## src/rtl/rv_pkg.sv

```systemverilog
// Shared types and widths for the register-file write-back slice.
// Holds the arbiter state encoding and datapath widths.
package rv_pkg;

  localparam int XLEN       = 32;
  localparam int REG_ADDR_W = 5;

  typedef enum logic [1:0] {
    ARB_IDLE,
    ARB_WAIT,
    ARB_FORCE
  } arb_state_e;

endpackage

```

## src/rtl/rf_scoreboard.sv

```systemverilog
// Busy bits for registers owned by in-flight long-latency ops.
// x0 is never busy; a same-cycle set and clear of one register keeps it busy.
module rf_scoreboard
  import rv_pkg::*;
(
  input  logic                  clk,
  input  logic                  rst,
  input  logic                  set_en,
  input  logic [REG_ADDR_W-1:0] set_rd,
  input  logic                  clr_en,
  input  logic [REG_ADDR_W-1:0] clr_rd,
  input  logic [REG_ADDR_W-1:0] rs1,
  input  logic [REG_ADDR_W-1:0] rs2,
  input  logic [REG_ADDR_W-1:0] rd,
  output logic                  hit
);

  logic [31:1] busy_q;
  logic [31:1] busy_d;
  logic [31:1] set_mask;
  logic [31:1] clr_mask;
  logic [31:0] busy;

  // decode set/clear masks; set is applied after clear so it wins
  always_comb begin
    set_mask = '0;
    clr_mask = '0;
    for (int i = 1; i < 32; i++) begin
      set_mask[i] = set_en && (set_rd == REG_ADDR_W'(i));
      clr_mask[i] = clr_en && (clr_rd == REG_ADDR_W'(i));
    end
    busy_d = (busy_q & ~clr_mask) | set_mask;
  end

  // busy state register
  always_ff @(posedge clk or posedge rst) begin
    if (rst) busy_q <= '0;
    else     busy_q <= busy_d;
  end

  // hazard lookup for the instruction sitting in ID
  always_comb begin
    busy = {busy_q, 1'b0};
    hit  = busy[rs1] | busy[rs2] | busy[rd];
  end

endmodule

```

## src/rtl/rf_wb_arbiter.sv

```systemverilog
// Register-file write-port arbiter between WB and the long-latency unit.
// Optional RF_WB_PERF_CNT_EN adds a saturating conflict counter output.
module rf_wb_arbiter
  import rv_pkg::*;
#(
  parameter int MAX_WAIT = 4,
  parameter int XLEN     = rv_pkg::XLEN
) (
  input  logic                  clk_i,
  input  logic                  rst_i,
  input  logic                  pipe_wr_en_i,
  input  logic [REG_ADDR_W-1:0] pipe_rd_i,
  input  logic [XLEN-1:0]       pipe_wr_data_i,
  input  logic                  ll_valid_i,
  input  logic [REG_ADDR_W-1:0] ll_rd_i,
  input  logic [XLEN-1:0]       ll_data_i,
  output logic                  ll_ready_o,
  input  logic                  issue_en_i,
  input  logic [REG_ADDR_W-1:0] issue_rd_i,
  input  logic [REG_ADDR_W-1:0] id_rs1_i,
  input  logic [REG_ADDR_W-1:0] id_rs2_i,
  input  logic [REG_ADDR_W-1:0] id_rd_i,
  output logic                  raw_stall_o,
  output logic                  pipe_hold_o,
  output logic                  rf_wr_en_o,
  output logic [REG_ADDR_W-1:0] rf_rd_o,
  output logic [XLEN-1:0]       rf_wr_data_o
`ifdef RF_WB_PERF_CNT_EN
  ,
  output logic [31:0]           conflict_cnt_o
`endif
);

  localparam int CW = $clog2(MAX_WAIT + 1);
  localparam logic [CW:0] MAXW = (CW+1)'(MAX_WAIT);

  arb_state_e state_q, state_d;
  logic [CW-1:0] cnt_q, cnt_d;
  logic [CW:0]   refused;
  logic          port_busy;
  logic          xfer;
  logic          wr_en_d;
  logic [REG_ADDR_W-1:0] rd_d;
  logic [XLEN-1:0]       data_d;

  // port ownership and LL grant; a WB write in FORCE still wins,
  // so the LL result is refused rather than dropped
  always_comb begin
    port_busy  = pipe_wr_en_i && (pipe_rd_i != '0);
    ll_ready_o = ll_valid_i && !port_busy;
    xfer       = ll_valid_i && ll_ready_o;
  end

  // next state; refused counts refusals including this cycle
  always_comb begin
    state_d = state_q;
    cnt_d   = cnt_q;
    refused = (state_q == ARB_IDLE) ? (CW+1)'(1)
                                    : {1'b0, cnt_q} + (CW+1)'(1);
    unique case (state_q)
      ARB_IDLE: begin
        if (ll_valid_i && !ll_ready_o) begin
          cnt_d   = CW'(1);
          state_d = (refused == MAXW) ? ARB_FORCE : ARB_WAIT;
        end
      end
      ARB_WAIT: begin
        if (!ll_valid_i || xfer) begin
          state_d = ARB_IDLE;
          cnt_d   = '0;
        end else if (refused == MAXW) begin
          state_d = ARB_FORCE;
          cnt_d   = '0;
        end else begin
          cnt_d   = refused[CW-1:0];
        end
      end
      ARB_FORCE: begin
        if (!(ll_valid_i && port_busy)) state_d = ARB_IDLE;
      end
      default: begin
        state_d = ARB_IDLE;
        cnt_d   = '0;
      end
    endcase
  end

  // write mux: WB first, otherwise a granted LL result to a real register
  always_comb begin
    wr_en_d = 1'b0;
    rd_d    = '0;
    data_d  = '0;
    if (port_busy) begin
      wr_en_d = 1'b1;
      rd_d    = pipe_rd_i;
      data_d  = pipe_wr_data_i;
    end else if (xfer && (ll_rd_i != '0)) begin
      wr_en_d = 1'b1;
      rd_d    = ll_rd_i;
      data_d  = ll_data_i;
    end
  end

  // FSM, hold and register-file port registers
  always_ff @(posedge clk_i or posedge rst_i) begin
    if (rst_i) begin
      state_q      <= ARB_IDLE;
      cnt_q        <= '0;
      pipe_hold_o  <= 1'b0;
      rf_wr_en_o   <= 1'b0;
      rf_rd_o      <= '0;
      rf_wr_data_o <= '0;
    end else begin
      state_q      <= state_d;
      cnt_q        <= cnt_d;
      pipe_hold_o  <= (state_d == ARB_FORCE);
      rf_wr_en_o   <= wr_en_d;
      rf_rd_o      <= rd_d;
      rf_wr_data_o <= data_d;
    end
  end

  rf_scoreboard u_sb (
    .clk    (clk_i),
    .rst    (rst_i),
    .set_en (issue_en_i && (issue_rd_i != '0)),
    .set_rd (issue_rd_i),
    .clr_en (xfer),
    .clr_rd (ll_rd_i),
    .rs1    (id_rs1_i),
    .rs2    (id_rs2_i),
    .rd     (id_rd_i),
    .hit    (raw_stall_o)
  );

`ifdef RF_WB_PERF_CNT_EN
  // saturating count of cycles an LL result was refused
  always_ff @(posedge clk_i or posedge rst_i) begin
    if (rst_i)
      conflict_cnt_o <= '0;
    else if (ll_valid_i && !ll_ready_o && (conflict_cnt_o != '1))
      conflict_cnt_o <= conflict_cnt_o + 32'd1;
  end
`endif

endmodule

```

## config.mk

```make
export PLATFORM = sky130hd
export DESIGN_NAME = rf_wb_arbiter
export DESIGN_NICKNAME = d
export VERILOG_FILES = /design/src/rtl/rv_pkg.sv /design/src/rtl/rf_scoreboard.sv /design/src/rtl/rf_wb_arbiter.sv
export SDC_FILE = /design/constraint.sdc
export NUM_CORES = 1
export LEC_CHECK = 0
export ABC_AREA = 1
export CAP_MARGIN = 20
export CORE_MARGIN = 3
export CORE_UTILIZATION = 30
export CTS_CLUSTER_SIZE = 14
export DETAILED_ROUTE_END_ITERATION = 10
export PLACE_DENSITY = 0.6
export SKIP_CTS_REPAIR_TIMING = 1
export SLEW_MARGIN = 10
export SYNTH_ARGS = -nofsm -noshare
export SYNTH_HDL_FRONTEND = slang
export SYNTH_SLANG_ARGS = --single-unit
```

## constraint.sdc

```tcl
create_clock -name clk_i -period 3.8 [get_ports clk_i]
set_clock_uncertainty 0.05 [all_clocks]
set_input_delay 0.76 -clock clk_i [delete_from_list [all_inputs] [get_ports clk_i]]
set_output_delay 0.76 -clock clk_i [all_outputs]
set_load 0.05 [all_outputs]
```

==> flow_summary.json, run 1 <==
{
  "nNetsFinal": 831,
  "antenna_found_initial": 0,
  "hp-class": "reg -> reg",
  "grt.total_usage_pct": 18.8,
  "cp_num_buf_inv": 3,
  "start_util_pct": 30.9,
  "fp-row-count": 43,
  "diodes": 0,
  "grtUsageMet1_pct": 23.1,
  "setup_viol": 0,
  "die-area_mm2": 0.0160,
  "overflow": 0,
  "max_cap_viol_count": 0,
  "cts_buffers": 9,
  "synth_top_area_share_pct": 43.2,
  "final_cells": 916,
  "met2_usage_pct": 30.5,
  "busiest_layer": "met2",
  "synth_cell_types": 28,
  "dpl.cell_count": 900,
  "syn-num-nets": 696,
  "wl_um": 14700,
  "crit_type": "in -> out",
  "syn_area_mm2": 0.00434,
  "crit-reg2reg-launch": "cnt_q[0]",
  "clk_latency_ns": 0.33,
  "hp-start": "u_sb.busy_q[7]",
  "p_total_w": 0.00269,
  "use_met3_pct": 6.99,
  "final_common_cell": "nand2_1",
  "critPathArrivalTime_ns": 2.43,
  "worstReg2RegEnd": "state_q[1]",
  "slew_viol_final": 0,
  "crit_slowest_cell": "clkdlybuf4s50_1",
  "die-width_um": 126,
  "whs_ns": 0.463,
  "synth.area.top_cells": "dfrtp_1 43%, nand2_1 17%, nand3_1 9.1%",
  "dp_hpwl_um": 11500,
  "slew_headroom_pct": 50.6,
  "grt_pass1_vias": 4542,
  "fin_crit_ns": 3.24,
  "drt-initial-drc-count": 354,
  "clockBufferDepth": 2,
  "p_leak_nw": 2.93,
  "irDropWorstVdd_v": 0.000251,
  "hold_end": "u_sb.busy_q[7]",
  "grt_pass1_wl_um": 23700,
  "finalSetupTns_ns": 0,
  "num_vias": 4516,
  "startpoint_type": "primary input",
  "fp.dieH_um": 126,
  "clk_pin_slew_ns": 0.06,
  "post-route-period-util_pct": 85.2,
  "ant_nets": 0,
  "drtPass1Iterations": 5,
  "rrSetupSlack_ns": 2.32,
  "outcome": "complete, no violations",
  "synth_warnings": 0,
  "synthCells": 596,
  "synth-seq-cells": 75,
  "critPathMaxFanout": 9,
  "io_buffers": 139,
  "grt_max_degree": 38,
  "whs_path_depth": 2,
  "cts_tree": "done",
  "worst_ep_required_time_ns": 2.99,
  "ios": 140,
  "htreeDepth": 3,
  "remaining_drc_errors": 0,
  "cts_sinks": 75,
  "power.density_mw_per_mm2": 434,
  "yosysTopAreaCell": "dfrtp_1",
  "fmax_ghz": 0.309,
  "worstMarginPinSlew_ns": 0.738,
  "core_mm2": 0.0140,
  "viasPerCell": 4.93,
  "drive_above_1_share_pct": 9.38,
  "gp_congestion": 0.933,
  "hold_violations": 0,
  "seq_area_frac_synth_pct": 43.2,
  "area_growth_pct": 42.8,
  "wl_per_cell_um": 16.1,
  "end_kind": "primary output",
  "ff2ff_path_depth": 6,
  "critPathMostFrequentCell": "nand3_1",
  "cpPeakStageDelay_ns": 0.68,
  "path_delay_family": "buffers and inverters",
  "rsz0062_at_grt": "no",
  "layout_common_cells": "191 x nand2_1, 137 x clkdlybuf4s50_1, 85 x inv_1, 79 x nand3_1, 75 x dfrtp_1",
  "avgSynthCellArea_um2": 7.29,
  "crit_chain": "clkdlybuf4s50_1 -> inv_1 -> nand3_1 -> nand3_1 -> nand2_1 -> nand2_1 -> nand3_1 -> nand2_1 -> nand3_1 -> buf_12",
  "root_buffer": "clkbuf_16"
}
-- sequential cells by signal, summed over array words and instances, names as in the netlist --
register	count
pipe_hold_o	1
rf_rd_o	5
u_sb.busy_q	31
cnt_q	3
rf_wr_data_o	32
rf_wr_en_o	1
state_q	2
-- routing by layer --
metal	routed length [µm]	up-vias	share of wire, %
li1	-	2174	-
met1	6020	2112	41
met2	6790	203	46
met3	1510	27	10
met4	413	0	2.8
met5	0	-	0
-- cell usage after synthesis --
cell type  count
xor2_1         1
clkbuf_1       7
inv_1         86
inv_4          1
nand4_1        2
a21oi_1        3
nor3_1         1
nor2_8         1
nor2_1        23
buf_4          2
o21ai_2       36
o22ai_1        1
nand2_1      191
nand3b_1       1
nand2_4        2
buf_6          5
nand3_1       79
dfrtp_1       75
o21ai_1       28
inv_2          1
o22ai_2        1
o21ai_0       34
o211ai_1       2
ha_1           1
nand2_2        1
o21ai_4        1
a31oi_1        1
buf_2          9
-- logic make-up after synthesis --
logic type	count (synthesis)	synth area share [%]
xor gates and xnor gates	1	0.202
and+or+nand+nor	301	29.3
buffers and inverters	111	10.9
adders and majority gates	1	0.288
DFF	75	43.2
AOI/OAI and AO/OA	107	16.0
-- where the power goes --
group	internal, W	switching (W)
logic	0.000294	0.000428
clock network	0.000580	0.000322
registers	0.000913	0.000155
total	0.00179	0.000905
-- metrics by stage --
stage	util, %	cell area [µm²]	setup slack, ns
finish	44.2	6200	0.561
global route	44.2	6200	0.360
CTS	44.2	6200	0.570
detailed placement	41.9	5880	0.576
global placement	41.9	5880	0.589
floorplan	-	4340	1.05
-- tightest hold or removal path, delay by kind of cell, from the launching register on --
family / cells / cell delay [ns]
AO/OA/AOI/OAI: 2 / 0.13
flip-flops: 1 / 0.34
-- how the worst max path moves through the flow --
stage / startpoint / endpoint / slack, ns / depth (start not counted)
finish: id_rs1_i[1] / raw_stall_o / 0.56 / 10
global route: id_rs1_i[1] / raw_stall_o / 0.36 / 10
CTS: id_rs1_i[1] / raw_stall_o / 0.57 / 10
detailed placement: id_rs1_i[1] / raw_stall_o / 0.58 / 10
global placement: id_rs1_i[1] / raw_stall_o / 0.59 / 10
floorplan: id_rs1_i[0] / raw_stall_o / 1.05 / 10
-- layout make-up --
cell class              instances  area [µm²]
fillers                      1428        7840
clock buffers                  11         233
flip-flops and latches         75        1880
clock inverters                 5        86.3
well taps                     180         225
repair buffers                147        1460
inverters                      88         333
multi-input cells             410        1990
No activity file was read; power rests on OpenSTA's default activity.
==> inputs of run 2 (changes only) <==
Settings changed: CORE_MARGIN 3 to 1.5.
==> flow_summary.json, run 2 (synthesis results as in run 1) <==
{
  "outcome": "complete, no violations",
  "drtPass1Iterations": 5,
  "cts_buffers": 9,
  "fmax_ghz": 0.311,
  "cp_num_buf_inv": 3,
  "drt-initial-drc-count": 253,
  "wl_per_cell_um": 15.3,
  "p_leak_nw": 2.91,
  "crit-reg2reg-launch": "cnt_q[0]",
  "htreeDepth": 3,
  "slew_viol_final": 0,
  "hp-start": "u_sb.busy_q[7]",
  "grt.total_usage_pct": 19.5,
  "largest-register": "rf_wr_data_o",
  "fin_crit_ns": 3.22,
  "hp-class": "reg -> reg",
  "dp_hpwl_um": 10700,
  "die-area_mm2": 0.0152,
  "startpoint_type": "primary input",
  "irDropWorstVdd_v": 0.000193,
  "rsz0062_at_grt": "no",
  "root_buffer": "clkbuf_16",
  "max_cap_viol_count": 0,
  "critPathArrivalTime_ns": 2.41,
  "final_common_cell": "nand2_1",
  "largest_reg_flops": 32,
  "cpPeakStageDelay_ns": 0.66,
  "diodes": 0,
  "setup_slack_ns": 0.583,
  "dpl.cell_count": 898,
  "finalSetupTns_ns": 0,
  "hold_violations": 0,
  "path_delay_family": "buffers and inverters",
  "clockBufferDepth": 2,
  "worstMarginPinSlew_ns": 0.609,
  "fp-row-count": 43,
  "crit_chain": "clkdlybuf4s50_1 -> inv_1 -> nand3_1 -> nand3_1 -> nand2_1 -> nand2_1 -> nand3_1 -> nand2_1 -> nand3_1 -> buf_12",
  "area_growth_pct": 41.9,
  "layout_common_cells": "191 x nand2_1, 137 x clkdlybuf4s50_1, 85 x inv_1, 79 x nand3_1, 75 x dfrtp_1",
  "ios": 140,
  "worst_ep_required_time_ns": 2.99,
  "crit_path_start": "id_rs1_i[1]",
  "setup_viol": 0,
  "whs_ns": 0.466,
  "fp.dieH_um": 123,
  "post-route-period-util_pct": 84.7,
  "crit_type": "in -> out",
  "critPathMaxFanout": 9,
  "cts_tree": "done",
  "io_buffers": 139,
  "overflow": 0,
  "start_util_pct": 31.0,
  "largest_registers": "rf_wr_data_o (32), u_sb.busy_q (31), rf_rd_o (5)",
  "grt_max_degree": 74,
  "antenna_found_initial": 0,
  "viasPerCell": 4.80,
  "critPathMostFrequentCell": "nand3_1",
  "gp_congestion": 0.915,
  "grt_pass1_wl_um": 22200,
  "cts_sinks": 75,
  "nNetsFinal": 829,
  "grt_pass1_vias": 4338,
  "core_mm2": 0.0140,
  "power.density_mw_per_mm2": 420,
  "slew_headroom_pct": 59.3,
  "place_ws_ns": 0.607,
  "remaining_drc_errors": 0,
  "final_cells": 914,
  "ant_nets": 0,
  "die-width_um": 123,
  "num_vias": 4386,
  "drive_above_1_share_pct": 9.13,
  "clk_pin_slew_ns": 0.06,
  "wl_um": 14000,
  "end_kind": "primary output",
  "crit_slowest_cell": "clkdlybuf4s50_1",
  "clk_latency_ns": 0.32
}
==> run 2: final timing paths <==
path	cells after the start	endpoint	slack, ns
setup / recovery	10	raw_stall_o	0.58
hold / removal	2	u_sb.busy_q[7]	0.47
setup reg to reg	7	cnt_q[2]	2.29
hold reg to reg	2	u_sb.busy_q[7]	0.47
max in group asynchronous	3	u_sb.busy_q[8]	2.55
min in group asynchronous	2	rf_wr_data_o[3]	0.57
==> run 2: tightest hold or removal path, delay by kind of cell, from the launching register on <==
kind	cells	cell delay, ns
compound gates	2	0.13
flops	1	0.34
==> run 2: per-stage QoR <==
| stage | utilization (%) | power (W) | area (µm²) |
|---|---|---|---|
| 6_report | 44.1 | 0.00259 | 6160 |
| 5_1_grt | 44.1 | 0.00273 | 6160 |
| 4_1_cts | 44.1 | 0.00261 | 6160 |
| 3_5_place_dp | 42.0 | 0.00180 | 5880 |
| 3_3_place_gp | 42.0 | 0.00180 | 5880 |
| 2_1_floorplan | - | 0.00145 | 4340 |
==> run 2: layout make-up <==
cell class / instances / area (µm²)
sequential: 75 / 1880
tap: 180 / 225
timing repair buffer: 145 / 1460
inverter: 88 / 333
fill: 1417 / 7830
multi-input combinational: 410 / 1990
clock inverter: 3 / 21.3
clock buffer: 13 / 260
==> run 2: routing by layer <==
layer / track usage [%] / share of wire [%] / vias to the layer above
met5: 0 / 0 / -
met4: 9.34 / 4.1 / 0
met3: 6.78 / 9.8 / 37
met2: 32.6 / 48 / 196
met1: 22.3 / 39 / 1996
li1: - / - / 2157
==> run 2: where the power goes <==
| part | total (W) | internal, W | switching (W) |
|---|---|---|---|
| clock network | 0.000797 | 0.000479 | 0.000318 |
| registers | 0.00107 | 0.000913 | 0.000156 |
| logic | 0.000721 | 0.000294 | 0.000427 |
==> patch, RTL diff (settings of run 1) <==
Encoding of `arb_state_e`: now one-hot (3 bits for 3 states).
--- a/src/rtl/rv_pkg.sv
+++ b/src/rtl/rv_pkg.sv
@@ -7,6 +7,6 @@
 
-  typedef enum logic [1:0] {
-    ARB_IDLE,
-    ARB_WAIT,
-    ARB_FORCE
+  typedef enum logic [2:0] {
+    ARB_IDLE  = 3'b001,
+    ARB_WAIT  = 3'b010,
+    ARB_FORCE = 3'b100
   } arb_state_e;
Check against the original RTL: same outputs for any inputs over 4 cycles, from zero or initial values and one cycle with rst_i high; so few cycles prove little.
==> patch against run 1 <==
  * Sequential cell count up 1
  * Area after synthesis up 1.2%
  * Combinational power up 5.8%
  * Worst setup slack better by 0.023 ns
  * First-iteration DRC count down 31%
  * Non-clock buffer count down 2
  * Sequential share of layout area about the same
  * Maximum frequency up 0.70%
  * Core utilization up 0.38 points
  * Total power up 4.6%
  * Worst hold slack worse by 0.0026 ns
  * Routed wire length down 1.7%
  * Design area up 1.3%
  * Critical path type unchanged
  * Largest cell class unchanged
  * Highest routed layer unchanged
==> patch: results (changes against run 1) <==
* Last weighted congestion value of the routability-driven placer at 0.861 (-7.8%)
* Sequential share of the synthesized area at 43.3% (+0.081 points)
* Synth area leaders: dfrtp_1 43%, nand2_1 16%, nand3_1 8.9%
* Post-Syn Nets at 709 (+1.9%)
* Worst endpoint data arrival time at 2.41 ns (-0.02 ns)
* Clock transition time at the flip-flop clock pins of the worst setup and hold paths at ~0.050 ns
* Switching portion of total power at 33.3% (-0.37 points)
* Top cells by instance count after synthesis: 186 x nand2_1, 94 x inv_1, 78 x nand3_1
* Largest fanout on the critical path at 9 (unchanged)
* Endpoints failing hold at 0 (unchanged)
* Number of different library cells in the post-synthesis netlist at 29 (+3.6%)
* Total number of vias at 4452 (-1.4%)
* Filler cells at 1429 (+0.070%)
* Final-stage net count at 842 (+1.3%)
* Later-pin clock latency in the skew report at 0.33 ns (about the same)
* Placed cell count at 911 (+1.2%)
* Outcome: complete, no violations
* First DRT Iteration DRCs at 246 (-31%)
* Worst voltage drop across the vdd grid at 0.185 mV (-26%)
* Maximum number of pins on one net before global-route repair at 47 (+24%)
* Leakage at 2.95 nW (+0.61%)
* Gate family responsible for the most delay along the worst path: buffers and inverters
* Syn Inst Count at 609 (+2.2%)
* Routed wire length at 14500 µm (-1.7%)
* Detail Placement HPWL at 11000 µm (-4.7%)
* Largest registers: rf_wr_data_o (32), u_sb.busy_q (31), rf_rd_o (5)
* Maximum single-stage delay on the critical path at 0.68 ns (about the same)
* Vias per cell at 4.80 (-2.6%)
* First-pass GRT wire length at 23300 µm (-1.8%)
* Share of layout cells above drive strength 1 at 8.43% (-0.94 points)
* Worst slew pin tran at 0.648 ns (-0.0902 ns)
* Overall global routing resource usage at 18.5% (-0.36 points)
* Slowest stage cell, crit path: clkdlybuf4s50_1
-- patch: cell types whose count changed in the layout (fill, tap and decap cells not counted), sizes merged, moves of 2 or more --
cell,before,now
clkinvlp,0,2
nor3,1,8
inv,89,97
a21oi,3,1
o21ai,99,103
buf,10,8
a211oi,0,2
clkbuf,11,9
nand2,194,189
-- patch: final timing paths --
path	from	to	slack (ns)	cells past startpoint
max in group asynchronous	rst_i	rf_wr_data_o[25]$_DFF_PP0_	2.24	3
hold reg to reg	u_sb.busy_q[3]$_DFF_PP0_	u_sb.busy_q[3]$_DFF_PP0_	0.46	2
setup / recovery	id_rs2_i[1]	raw_stall_o	0.58	10
min in group asynchronous	rst_i	pipe_hold_o$_DFF_PP0_	0.79	2
setup reg to reg	cnt_q[0]$_DFFE_PP0P_	state_q[0]$_DFF_PP1_	2.20	7
hold / removal	u_sb.busy_q[3]$_DFF_PP0_	u_sb.busy_q[3]$_DFF_PP0_	0.46	2
-- patch: cells by family after synthesis --
kind of cell	after synthesis	synth area share, %
AOI/OAI and AO/OA	111	15.8
adders and majority gates	1	0.285
buffers and inverters	120	11.4
xor gates and xnor gates	1	0.199
and+or+nand+nor	300	29.0
DFF	76	43.3
-- patch: layout make-up --
type / instances / area share [%]
sequential: 76 / 30.3
clock buffer: 9 / 3.59
multi-input combinational: 413 / 31.7
timing repair buffer: 145 / 23.2
tap: 180 / 3.59
clock inverter: 7 / 1.83
inverter: 97 / 5.84
-- patch: power groups by stage --
stage               clock, mW  sequential, mW  combinational, mW
CTS                     0.993            1.08              0.769
finish                  0.965            1.09              0.764
global route             1.02            1.10              0.853
floorplan                   0            1.13              0.375
global placement            0            1.10              0.757
detailed placement          0            1.10              0.765
-- patch: stage by stage --
stage	instance area, µm²	setup slack (ns)	util, %
final	6280	0.583	44.6
after global routing	6280	0.427	44.6
after CTS	6280	0.572	44.6
after detailed placement	5940	0.585	42.1
after global placement	5940	0.601	42.1
after floorplan	4400	1.05	-
-- patch: per-layer routing --
metal / track usage (%) / share of wire [%] / vias to the layer above / wire, µm
met3: 6.94 / 11 / 35 / 1600
met2: 30.4 / 47 / 194 / 6760
met5: 0 / 0 / - / 0
met4: 8.26 / 3.9 / 0 / 566
met1: 21.4 / 38 / 2021 / 5560
li1: - / - / 2202 / -
-- patch: tightest hold or removal path, delay by kind of cell (launching register included) --
family / cells / cell delay [ns]
DFF: 1 / 0.33
AOI/OAI and AO/OA: 2 / 0.14
